## src/rtl/dsconv_block_pointwise_output_writer_pkg.sv

```systemverilog
// Shared definitions for the dsconv block output writers.
//  - Pixel format: 18-bit signed, 9 fractional bits.
//  - Saturation bounds for the 18-bit pixel format.
//  - FSM state encodings shared by the writer controllers.
//  - sext19: sign-extends an 18-bit pixel to the 19-bit adder width.
package dsconv_block_pointwise_output_writer_pkg;

    localparam int PIX_W     = 18;
    localparam int FRAC_BITS = 9;

    localparam logic signed [PIX_W-1:0] PIX_MAX = 18'sh1FFFF;  //  131071
    localparam logic signed [PIX_W-1:0] PIX_MIN = 18'sh20000;  // -131072

    localparam logic [1:0] ST_IDLE  = 2'd0;
    localparam logic [1:0] ST_RUN   = 2'd1;
    localparam logic [1:0] ST_FLUSH = 2'd2;
    localparam logic [1:0] ST_DONE  = 2'd3;

    // One guard bit is enough: the sum of two 18-bit values always fits in 19 bits.
    function automatic logic signed [PIX_W:0] sext19(input logic signed [PIX_W-1:0] v);
        return {v[PIX_W-1], v};
    endfunction

endpackage

```

## src/rtl/dsconv_block_pointwise_output_writer_act_sat.sv

```systemverilog
// dsconv_block_act_sat: combinational activation + saturation.
// Takes a 19-bit signed sum (pixel + bias) and produces an 18-bit pixel.
//  sum_in   in   19  signed sum, 9 frac bits
//  act_out  out  18  ReLU'd (when RELU_EN) and saturated pixel
// Also used by the depthwise writer.
module dsconv_block_act_sat
    import dsconv_block_pointwise_output_writer_pkg::*;
#(
    parameter int RELU_EN = 1
) (
    input  logic signed [PIX_W:0]   sum_in,
    output logic signed [PIX_W-1:0] act_out
);

    always_comb begin
        act_out = sum_in[PIX_W-1:0];
        if ((RELU_EN != 0) && sum_in[PIX_W]) begin
            act_out = '0;
        end else if (sum_in > sext19(PIX_MAX)) begin
            act_out = PIX_MAX;
        end else if (sum_in < sext19(PIX_MIN)) begin
            act_out = PIX_MIN;
        end
    end

endmodule

```

## src/rtl/dsconv_block_pointwise_output_writer.sv

```systemverilog
// dsconv_block_pointwise_output_writer
// Receives pointwise sums one output channel per cycle, adds the per-channel
// bias, applies ReLU/saturation and writes the result to the output feature
// memory at addr = pix*C_OUT + ch. Pulses done once a full frame is written.
// Ports:
//  clk, rst                 clock; synchronous active-high reset
//  frame_start              arms a new frame (honoured in IDLE only)
//  in_valid, pixel_in       one qualified 18-bit signed sum per cycle
//  bias_we/addr/din         bias register-file write port (any state)
//  mem_we/addr/din          registered feature-memory write port
//  busy                     high in RUN and FLUSH
//  done                     single-cycle pulse at frame end
//  err                      sticky: in_valid seen outside RUN
// Valid semantics: in_valid qualifies pixel_in for exactly that cycle; there
// is no ready/backpressure, so every value accepted in RUN produces a write
// exactly three cycles later and idle input cycles produce mem_we=0.
module dsconv_block_pointwise_output_writer
    import dsconv_block_pointwise_output_writer_pkg::*;
#(
    parameter int C_OUT   = 32,
    parameter int H       = 8,
    parameter int W       = 8,
    parameter int ADDR_W  = 11,
    parameter int RELU_EN = 1
) (
    input  logic                     clk,
    input  logic                     rst,
    input  logic                     frame_start,
    input  logic                     in_valid,
    input  logic [PIX_W-1:0]         pixel_in,
    input  logic                     bias_we,
    input  logic [$clog2(C_OUT)-1:0] bias_addr,
    input  logic [PIX_W-1:0]         bias_din,
    output logic                     mem_we,
    output logic [ADDR_W-1:0]        mem_addr,
    output logic [PIX_W-1:0]         mem_din,
    output logic                     busy,
    output logic                     done,
    output logic                     err
);

    localparam int CH_W   = $clog2(C_OUT);
    localparam int PIXC_W = ADDR_W - CH_W;   // pixel counter fills the upper address bits
    localparam logic [CH_W-1:0]   CH_LAST  = CH_W'(C_OUT - 1);
    localparam logic [PIXC_W-1:0] PIX_LAST = PIXC_W'(H * W - 1);

    // Control state
    logic [1:0]        state_q, state_d;
    logic [1:0]        flush_cnt_q, flush_cnt_d;
    logic [CH_W-1:0]   ch_q, ch_d;
    logic [PIXC_W-1:0] pix_q, pix_d;
    logic              err_q, err_d;

    // Bias register file (not reset)
    logic [PIX_W-1:0]  bias_q [C_OUT];
    logic [PIX_W-1:0]  bias_d [C_OUT];

    // Pipeline
    logic                     s1_valid_q, s1_valid_d;
    logic [ADDR_W-1:0]        s1_addr_q, s1_addr_d;
    logic signed [PIX_W:0]    s1_sum_q, s1_sum_d;
    logic                     s2_valid_q, s2_valid_d;
    logic [ADDR_W-1:0]        s2_addr_q, s2_addr_d;
    logic [PIX_W-1:0]         s2_act_q, s2_act_d;
    logic                     mem_we_q, mem_we_d;
    logic [ADDR_W-1:0]        mem_addr_q, mem_addr_d;
    logic [PIX_W-1:0]         mem_din_q, mem_din_d;

    logic                     take;
    logic signed [PIX_W-1:0]  act;

    assign take = in_valid && (state_q == ST_RUN);

    // ---------------- controller ----------------
    always_comb begin
        state_d     = state_q;
        flush_cnt_d = flush_cnt_q;
        ch_d        = ch_q;
        pix_d       = pix_q;
        err_d       = err_q;
        case (state_q)
            ST_IDLE: begin
                if (frame_start) begin
                    state_d = ST_RUN;
                    ch_d    = '0;
                    pix_d   = '0;
                    err_d   = 1'b0;
                end
            end
            ST_RUN: begin
                if (in_valid) begin
                    ch_d = ch_q + 1'b1;   // C_OUT is a power of 2: wraps naturally
                    if (ch_q == CH_LAST) begin
                        pix_d = pix_q + 1'b1;
                        if (pix_q == PIX_LAST) begin
                            pix_d       = '0;
                            state_d     = ST_FLUSH;
                            flush_cnt_d = '0;
                        end
                    end
                end
            end
            ST_FLUSH: begin
                // Held until the final value has been presented at the memory port,
                // so done lands one cycle after the last write.
                if (flush_cnt_q == 2'd2) begin
                    state_d = ST_DONE;
                end else begin
                    flush_cnt_d = flush_cnt_q + 2'd1;
                end
            end
            ST_DONE: begin
                state_d = ST_IDLE;
            end
            default: begin
                state_d = ST_IDLE;
            end
        endcase
        // A stray value in the same cycle as frame_start still counts as an error.
        if (in_valid && (state_q != ST_RUN)) begin
            err_d = 1'b1;
        end
    end

    // ---------------- bias file ----------------
    // Reads in S1 use bias_q, so a same-cycle write to the same index is seen
    // only by later values.
    always_comb begin
        for (int i = 0; i < C_OUT; i++) begin
            bias_d[i] = bias_q[i];
        end
        if (bias_we) begin
            bias_d[bias_addr] = bias_din;
        end
    end

    // ---------------- datapath ----------------
    always_comb begin
        s1_valid_d = take;
        s1_addr_d  = {pix_q, ch_q};
        s1_sum_d   = sext19(pixel_in) + sext19(bias_q[ch_q]);
        s2_valid_d = s1_valid_q;
        s2_addr_d  = s1_addr_q;
        s2_act_d   = act;
        mem_we_d   = s2_valid_q;
        mem_addr_d = s2_addr_q;
        mem_din_d  = s2_act_q;
    end

    dsconv_block_act_sat #(
        .RELU_EN (RELU_EN)
    ) u_act_sat (
        .sum_in  (s1_sum_q),
        .act_out (act)
    );

    always_ff @(posedge clk) begin
        if (rst) begin
            state_q     <= ST_IDLE;
            flush_cnt_q <= '0;
            ch_q        <= '0;
            pix_q       <= '0;
            err_q       <= 1'b0;
            s1_valid_q  <= 1'b0;
            s1_addr_q   <= '0;
            s1_sum_q    <= '0;
            s2_valid_q  <= 1'b0;
            s2_addr_q   <= '0;
            s2_act_q    <= '0;
            mem_we_q    <= 1'b0;
            mem_addr_q  <= '0;
            mem_din_q   <= '0;
        end else begin
            state_q     <= state_d;
            flush_cnt_q <= flush_cnt_d;
            ch_q        <= ch_d;
            pix_q       <= pix_d;
            err_q       <= err_d;
            s1_valid_q  <= s1_valid_d;
            s1_addr_q   <= s1_addr_d;
            s1_sum_q    <= s1_sum_d;
            s2_valid_q  <= s2_valid_d;
            s2_addr_q   <= s2_addr_d;
            s2_act_q    <= s2_act_d;
            mem_we_q    <= mem_we_d;
            mem_addr_q  <= mem_addr_d;
            mem_din_q   <= mem_din_d;
        end
    end

    always_ff @(posedge clk) begin
        for (int i = 0; i < C_OUT; i++) begin
            bias_q[i] <= bias_d[i];
        end
    end

    assign mem_we   = mem_we_q;
    assign mem_addr = mem_addr_q;
    assign mem_din  = mem_din_q;
    assign busy     = (state_q == ST_RUN) || (state_q == ST_FLUSH);
    assign done     = (state_q == ST_DONE);
    assign err      = err_q;

endmodule

```

## config.mk

```make
export PLATFORM = sky130hd
export DESIGN_NAME = dsconv_block_pointwise_output_writer
export DESIGN_NICKNAME = d
export VERILOG_FILES = /design/src/rtl/dsconv_block_pointwise_output_writer_pkg.sv /design/src/rtl/dsconv_block_pointwise_output_writer_act_sat.sv /design/src/rtl/dsconv_block_pointwise_output_writer.sv
export SDC_FILE = /design/constraint.sdc
export NUM_CORES = 1
export LEC_CHECK = 0
export ABC_AREA = 1
export CAP_MARGIN = 20
export CORE_ASPECT_RATIO = 1.4
export CORE_MARGIN = 1
export CORE_UTILIZATION = 60
export CTS_CLUSTER_DIAMETER = 200
export DETAILED_ROUTE_END_ITERATION = 12
export GPL_ROUTABILITY_DRIVEN = 0
export PLACE_DENSITY = 0.78
export SLEW_MARGIN = 20
export SYNTH_ARGS = -nofsm -noshare
export SYNTH_HDL_FRONTEND = slang
export SYNTH_SLANG_ARGS = --single-unit
```

## constraint.sdc

```tcl
create_clock -name clk -period 3.5 [get_ports clk]
set_input_delay 0.875 -clock clk [delete_from_list [all_inputs] [get_ports clk]]
set_output_delay 0.875 -clock clk [all_outputs]
set_load 0.1 [all_outputs]
```

* Word level (Yosys, flattened, before mapping)
Memory sizes are Yosys's and may differ from the RTL's. A register that Yosys moved wholly into a read port is not among the register bits.
Index checks and enable logic that the tools add are counted.
Widths: inputs -> output; s select.
** Storage, ports and cells
- Register bits :: 107
- Bits in writable memories :: 576
- Input bits :: 46
- Output and inout port bits :: 33
- Word-level logic and storage cells :: 84
- Memories kept :: 1
** Memories
- bias_q :: words 32, bits a word 18, read ports 33, clocked after Yosys merged registers in 1, write ports 32, RTL line dsconv_block_pointwise_output_writer.sv:55 : logic [PIX_W-1:0] bias_q [C_OUT];
** Operators by class
- $add $sub $neg :: 4
- Magnitude comparators :: 4
- Equal/unequal tests :: 13
- Muxes and demuxes :: 30
- Bitwise gates (word level) :: 1
- Reductions and logical operators :: 16
** Operator list (count)
- $bwmux 576 :: 1
- $mux 576 :: 1
- $demux 18 s5 :: 1
- $mux 18 :: 2
- $mux 6 :: 4
- $mux 5 :: 4
- $add 18x18->19 :: 1
- $gt 19x18->1 const B :: 1
- $lt 19x18->1 const B :: 1
- $mux 2 :: 9
- $mux 17 :: 1
- $pmux 6 s2 :: 1
- $pmux 5 s2 :: 1
- $reduce_and 5->1 :: 2
- $ne 2x2->1 const B :: 4
- $pmux 2 s4 :: 1
- $reduce_bool 2->1 :: 4
- $add 6x1->6 const B :: 1
- $eq 2x2->1 const B :: 3
- $eq 6x6->1 const B :: 1
- $ge 6x6->1 const B :: 1
- $lt 6x1->1 const B :: 1
- $ne 2x1->1 const B :: 3
- $not 5->6 :: 1
- other kinds (14) :: 18

* Longest topological paths before layout
- Depth in word-level cells :: 7
- Mapped depth :: 25
- Mapped depth without buffers :: 22

* Cells and area by module
From an unflattened synthesis, not the netlist that was laid out.
** Second synthesis, totals
- Cells, all modules :: 2566
- Area, all modules :: 27956.8 um^2
** Modules (own cells, without submodules)
- dsconv_block_pointwise_output_writer :: times used 1, cells each 2526, area an instance 27767.9 um^2, seq. area each 19538.7 um^2
- dsconv_block_act_sat :: times used 1, cells each 40, area an instance 188.9 um^2, seq. area each 0.0 um^2

* Worst setup path after synthesis
OpenSTA, ideal clock, no wires.
- Path type :: reg-to-reg
- Start point :: reg with a tool-made name
- End point :: reg s1_sum_q[12]
- Setup time :: 0.113 ns
- Data arrival time :: 2.447 ns
- Data required time :: 3.387 ns
- Slack :: 0.940 ns
- Stages on the path, launching flop included :: 24
- Path buffers :: 3
- Clock period less this slack :: 2.560 ns
- Cells stage by stage :: dfxtp_1 > buf_6 > inv_6 > buf_6 > buf_6 > nand2_1 > nand3_1 > nand3_1 > a21oi_1 > o21ai_1 > nand2_1 > ha_1 > inv_1 > fa_1 > inv_1 > nand3_1 > nand3_1 > nand2_1 > nand2_1 > nand2_1 > nand2_1 > nand2_1 > nand2_1 > nor2_1
** RTL lines
- to (signal assigned) :: RTL line dsconv_block_pointwise_output_writer.sv:181 : s1_sum_q <= s1_sum_d;
- to (decl) :: RTL line dsconv_block_pointwise_output_writer.sv:61 : logic signed [PIX_W:0] s1_sum_q, s1_sum_d;

==> Flow_metrics.wiki <==
{| class="wikitable"
! Metric !! Value
|-
| Total detailed-routing wirelength || 67500 um
|-
| Die width || 184 um
|-
| Layout Area Growth over Synthesis || 14.0%
|-
| Post-CTS Setup Bufs || 0
|-
| Largest delay contributor family on the critical path || simple AND/OR/NAND/NOR gates
|-
| Top FF cell, synth || edfxtp_1
|-
| Remaining max-slew budget at the tightest pin || 26.5%
|-
| Number of synthesized flops with an enable pin || 576
|-
| Power per unit of standard cell area || 626 mW/mm2
|-
| Non-Filler Instances || 3295
|-
| Sequential Area || 0.0195 mm2
|-
| Starting Density || 61.2%
|-
| Detailed-router iteration count before antenna repair || 6
|-
| Routed length per instance || 20.5 um
|-
| Max-slew violation count || 0
|-
| Final setup fails || 0
|-
| Leakage || 12.0 nW
|-
| RSZ-0062 raised after global routing || true
|-
| Number of antenna violations at the first check in global routing || 1
|-
| # H-tree levels || 2
|-
| I/O pin cnt || 79
|-
| Global-route congestion overflow total || 0
|-
| Maximum clock frequency || 0.305 GHz
|-
| Area occupied by multi-input gates || 0.00708 mm2
|-
| Worst-margin pin slew || 1.10 ns
|-
| Origin of the worst min-delay path || mem_addr_d[9]$_SDFF_PP0_
|-
| Cell at the slowest stage of the critical path || dfxtp_4
|-
| Detailed placement HPWL || 39900 um
|-
| Count of vias placed by the detailed router || 19300
|-
| Hold Violations, Final || 0
|-
| Filler cell count || 3036
|-
| Avg Vias per Cell || 5.87
|-
| Per-instance average area after synthesis || 11.0 um2
|-
| Standard cell core area || 0.0454 mm2
|-
| Worst slack, placed || 0.265 ns
|-
| # port buffers || 78
|-
| List of cells traversed by the critical path || inv_8 > buf_12 > nand2_1 > nand3_1 > nand3_1 > a21oi_1 > o21ai_1 > nand2_1 > ha_1 > nand2_1 > inv_1 > nand2_1 > nand2_1 > nand2_1 > nand3_1 > nand2_1 > nand3_1 > nand2_1 > nor2_1
|-
| Classification of the worst-slack hold path || reg2reg
|-
| Number of buffers and inverters on the critical path || 3
|-
| Worst path max stage delay || 0.43 ns
|-
| Floorplan row count || 92
|-
| Post-synthesis sequential area ratio || 70.4%
|-
| Arrival @ worst endpoint || 3.77 ns
|-
| Clock tree root buffer cell || clkbuf_16
|-
| WS Path Type || reg2reg
|-
| Most frequent CP cell || nand2_1
|-
| Number of cells on the worst reg-to-reg path || 19
|-
| Layout Nets || 2708
|-
| Worst reg-to-reg setup slack || 0.22 ns
|-
| Final TNS setup || 0 ns
|-
| Number of diodes added for antenna fixing || 0
|-
| Die extent in y || 256 um
|-
| Total nets after synthesis || 2605
|-
| Status || finished, final reports clean
|-
| Cell area after synthesis || 0.0277 mm2
|-
| Placed cell count || 3185
|-
| Global-route wire length before repair || 103000 um
|-
| Cell count after synthesis || 2532
|-
| Clock skew || 0.0161 ns
|-
| Clk slew on worst S/H paths || 0.06 ns
|-
| Final worst slack || 0.217 ns
|-
| Netlist cell types || 32
|-
| Required time worst endpoint || 3.99 ns
|-
| Aggregate global-route resource usage || 28.8%
|-
| CTS tree || done
|-
| Number of remaining DRC errors || 0
|-
| Number of synthesized register bits || 688
|-
| Depth of the critical timing path with buffers and inverters included || 19
|-
| Share of post-route cells with drive strength above 1 || 10.1%
|-
| Number of global-route vias before repair || 19300
|-
| Maximum fanout encountered on the critical timing path || 56
|-
| Worst Hold End || mem_addr[9]$_SDFF_PP0_
|-
| DRT antenna net count || 0
|-
| MaxCap Viol Count || 0
|-
| Later-pin clock latency in the skew report || 0.60 ns
|-
| Number of buffers added by the clock tree synthesis step || 58
|-
| Max VDD drop || 492 uV
|-
| Number of DRC markers after the initial detailed-route iteration || 2213
|-
| Startpoint Class || register
|-
| Worst r2r dst || s1_sum_q[14]$_SDFF_PP0_
|-
| Maximum number of pins on one net before global-route repair || 93
|-
| Share of async-settable or async-resettable flops after synthesis || 0%
|-
| Kind of end point of the critical path || register
|-
| Die footprint || 0.0471 mm2
|-
| Depth of the worst hold-timing path || 2
|-
| Tcrit/Tclk final || 93.8%
|-
| Number of clock sinks seen by CTS || 688
|-
| Time the worst path needs with I/O delays and setup || 3.28 ns
|-
| Deepest clock path buffer count || 3
|-
| Number of synthesis warnings || 0
|}
logic make-up (layout without fill, tap and decap cells):
kind of cell    after synthesis  after routing  synth area share [%]
simple gates               1452           1452                  21.8
flops                       688            688                  70.4
other cells                   1              1                0.0135
buf+inv                     251            403                  4.36
xor+xnor                      3              3                0.0947
compound gates              110            110                  2.06
fa+ha+maj                    27             27                  1.24
worst min-delay path, delay by kind of cell, from the launching register on:
kind	cells	cell delay, ns
AND/OR/NAND/NOR	1	0.03
flip-flops	1	0.29
buffers and inverters	1	0.04
flip-flops by register name, indices dropped and copies added, names as in the netlist, 2 cells and up, named ones only:
register and count:
mem_addr_d 11, flush_cnt_q 2, mem_din 18, state_q 2, s1_addr_q 11, pix_q 6, mem_addr 11, bias_q 576
ch_q 5, mem_din_d 18, s1_sum_q 19
cell usage in the layout (no fill, tap or decap), types with 2 or more instances in the layout:
cell type	n
nand2_1	813
edfxtp_1	576
nand3_1	468
nor2_1	129
inv_1	115
buf_4	113
dfxtp_1	109
clkbuf_16	71
a21oi_1	68
clkdlybuf4s50_1	46
nor2_2	32
ha_1	26
o21ai_0	19
o21ai_1	17
buf_12	12
clkinv_2	9
clkbuf_8	8
clkinv_1	7
bufinv_16	6
nor3_1	5
clkinvlp_4	5
inv_2	3
xor2_1	3
a32o_1	2
and2_1	2
dfxtp_4	2
clkbuf_1	2
metal layers:
layer / GRT usage, % / up-vias / share of wire (%)
met2: 49.7 / 1082 / 50
met1: 34.1 / 9195 / 35
met4: 16.2 / 2 / 5.2
met3: 4.59 / 240 / 9.3
li1: - / 8827 / -
met5: 0 / - / 0.019
cell type report:
type	count	share of cell area [%]
Inverter	120	1.46
Timing Repair Buffer	174	5.08
Clock inverter	29	0.988
Sequential cell	688	61.8
Multi-Input combinational cell	1593	22.4
Tap cell	611	2.42
Clock buffer	80	5.91
worst max path at each step:
stage | to | slack, ns | start
after CTS | s1_sum_q[18]$_SDFF_PP0_ | 0.22 | register
final | s1_sum_q[14]$_SDFF_PP0_ | 0.22 | register
after floorplan | s1_sum_q[12]$_SDFF_PP0_ | 0.94 | register
after detailed placement | s1_sum_q[18]$_SDFF_PP0_ | 0.26 | register
after global placement | s1_sum_q[18]$_SDFF_PP0_ | 0.35 | register
after global routing | s1_sum_q[17]$_SDFF_PP0_ | -0.004 | register
power breakdown:
group          switching, mW  internal (mW)
Clock                   2.84           4.21
Sequential             0.126           9.13
Combinational           2.50           1.01
per-stage QoR:
step	total power, mW	area, um2	util [%]	hold WS, ns
after detailed placement	12.9	29400	64.9	0.394
after CTS	19.8	31600	69.7	0.403
after floorplan	12.0	27700	-	0.388
after global routing	20.6	31600	69.8	0.412
after global placement	12.7	29400	64.9	0.389
final	19.8	31600	69.8	0.401
cells in the mapped netlist, drive strengths merged, types with 3 or more instances:
| cell type | instances | area share (%) |
|---|---|---|
| ha | 26 | 1.2 |
| o21ai | 36 | 0.65 |
| clkbuf | 26 | 0.35 |
| nand2 | 814 | 11 |
| nor3 | 5 | 0.090 |
| a21oi | 69 | 1.3 |
| dfxtp | 112 | 8.1 |
| nor2 | 161 | 2.2 |
| inv | 118 | 1.6 |
| buf | 105 | 2.4 |
| xor2 | 3 | 0.095 |
| edfxtp | 576 | 62 |
| nand3 | 468 | 8.4 |
what timing repair did:
action	4_1_cts	5_1_grt
setup endpoints to repair	0	4
hold buffers	0	0
gates resized for setup	0	2
No activity file was read; power rests on OpenSTA's default activity.
==> RTL change, RTL diff (config.mk and constraints unchanged) <==
`s1_sum_q` no longer has a reset.
--- a/src/rtl/dsconv_block_pointwise_output_writer.sv
+++ b/src/rtl/dsconv_block_pointwise_output_writer.sv
@@ -163,7 +163,6 @@
             err_q       <= 1'b0;
             s1_valid_q  <= 1'b0;
             s1_addr_q   <= '0;
-            s1_sum_q    <= '0;
             s2_valid_q  <= 1'b0;
             s2_addr_q   <= '0;
             s2_act_q    <= '0;
@@ -178,7 +177,6 @@
             err_q       <= err_d;
             s1_valid_q  <= s1_valid_d;
             s1_addr_q   <= s1_addr_d;
-            s1_sum_q    <= s1_sum_d;
             s2_valid_q  <= s2_valid_d;
             s2_addr_q   <= s2_addr_d;
             s2_act_q    <= s2_act_d;
@@ -189,6 +187,10 @@
     end
 
     always_ff @(posedge clk) begin
+        s1_sum_q <= s1_sum_d;
+    end
+
+    always_ff @(posedge clk) begin
         for (int i = 0; i < C_OUT; i++) begin
             bias_q[i] <= bias_d[i];
         end
Check against the original RTL: not equivalent (Yosys sat finds a counterexample within 4 cycles, from zero or initial values and one cycle with rst high).
==> RTL change against the unedited design <==
Fmax up 0.42%. Highest routed layer is now met4. Largest power group unchanged. Power down 2.5%. Wire length up 3.3%. Die area up 0.34%. Sequential cell count unchanged. Cell count up 1.2%. Cell area down 0.48%. Synthesized area up 0.34%. Worst setup slack better by 0.014 ns. Via count up 1.2%.
==> RTL change: results (changes against the unedited design) <==
- Placed Cells incl. Taps: 3223 (+1.2%)
- DP Area: 0.02944 mm² (about the same)
- Synth top area cells: edfxtp_1 (62%), nand2_1 (12%), nand3_1 (8.4%)
- Met1 Use GR: 35.52% (+1.4 points)
- CTS Buf Count: 60 (+3.4%)
- First-pass GRT wire length: 105.5 mm (+2.4%)
- Top Metal Used: met4
- Pleak: 12.10 nW (+1.1%)
- Post-synth cell types: 31 (-3.1%)
- Met3 WL: 6.660 mm (+6.2%)
- Skew final: 0.01103 ns (-0.005026 ns)
- Complex-gate fraction of the synthesized area: 0.8583% (-1.2 points)
- Hold_ws: 0.4006 ns (-0.0003740 ns)
- R2R cell count: 20 (+1)
- Nets: 2743 (+1.3%)
- Vias in the first global route: 19410 (+0.69%)
- Initial DRC Count: 2266 (+2.4%)
- Power Internal: 13.88 mW (-3.3%)
- Outcome: complete, no violations
- Avg Vias per Cell: 5.868 (about the same)
- Avg Inst Size Synth: 10.88 µm² (-0.75%)
- Met3 Usage GRT: 4.118% (-0.47 points)
- Syn nets: 2633 (+1.1%)
- WHS Endpoint: mem_din[11]
- GR Layer Usage met2: 51.63% (+2.0 points)
- CP peak stage delay: 0.60 ns (+0.17 ns)
RTL change: power by group through the flow:
stage	logic, mW	clock network [mW]	registers (mW)
final	3.40	6.59	9.34
after global routing	3.72	6.92	9.36
after CTS	3.31	6.63	9.33
after detailed placement	3.27	0	9.50
after global placement	3.17	0	9.49
after floorplan	2.17	0	9.74
RTL change: area by class of cell:
type                       count  area, µm²
clock buffer                  75       1619
tap                          617      772.0
inverter                     106      416.7
multi-input combinational   1636       7159
sequential                   688      19550
fill                        3211      14350
clock inverter                35      355.3
timing repair buffer         178       1623
RTL change: cells by family (layout without fill, tap and decap cells):
kind of cell	after synthesis	after routing
adder cells (fa/ha/maj)	27	27
XOR/XNOR	9	9
buffers and inverters	236	394
AO/OA/AOI/OAI	43	43
other	1	1
flip-flops	688	688
AND/OR/NAND/NOR	1556	1556
RTL change: repair_timing:
action / in CTS / in global routing
endpoints found under the setup margin: 0 / 5
buffers inserted: 0 / 0
hold buffers: 0 / 0
gates resized for setup: 0 / 5
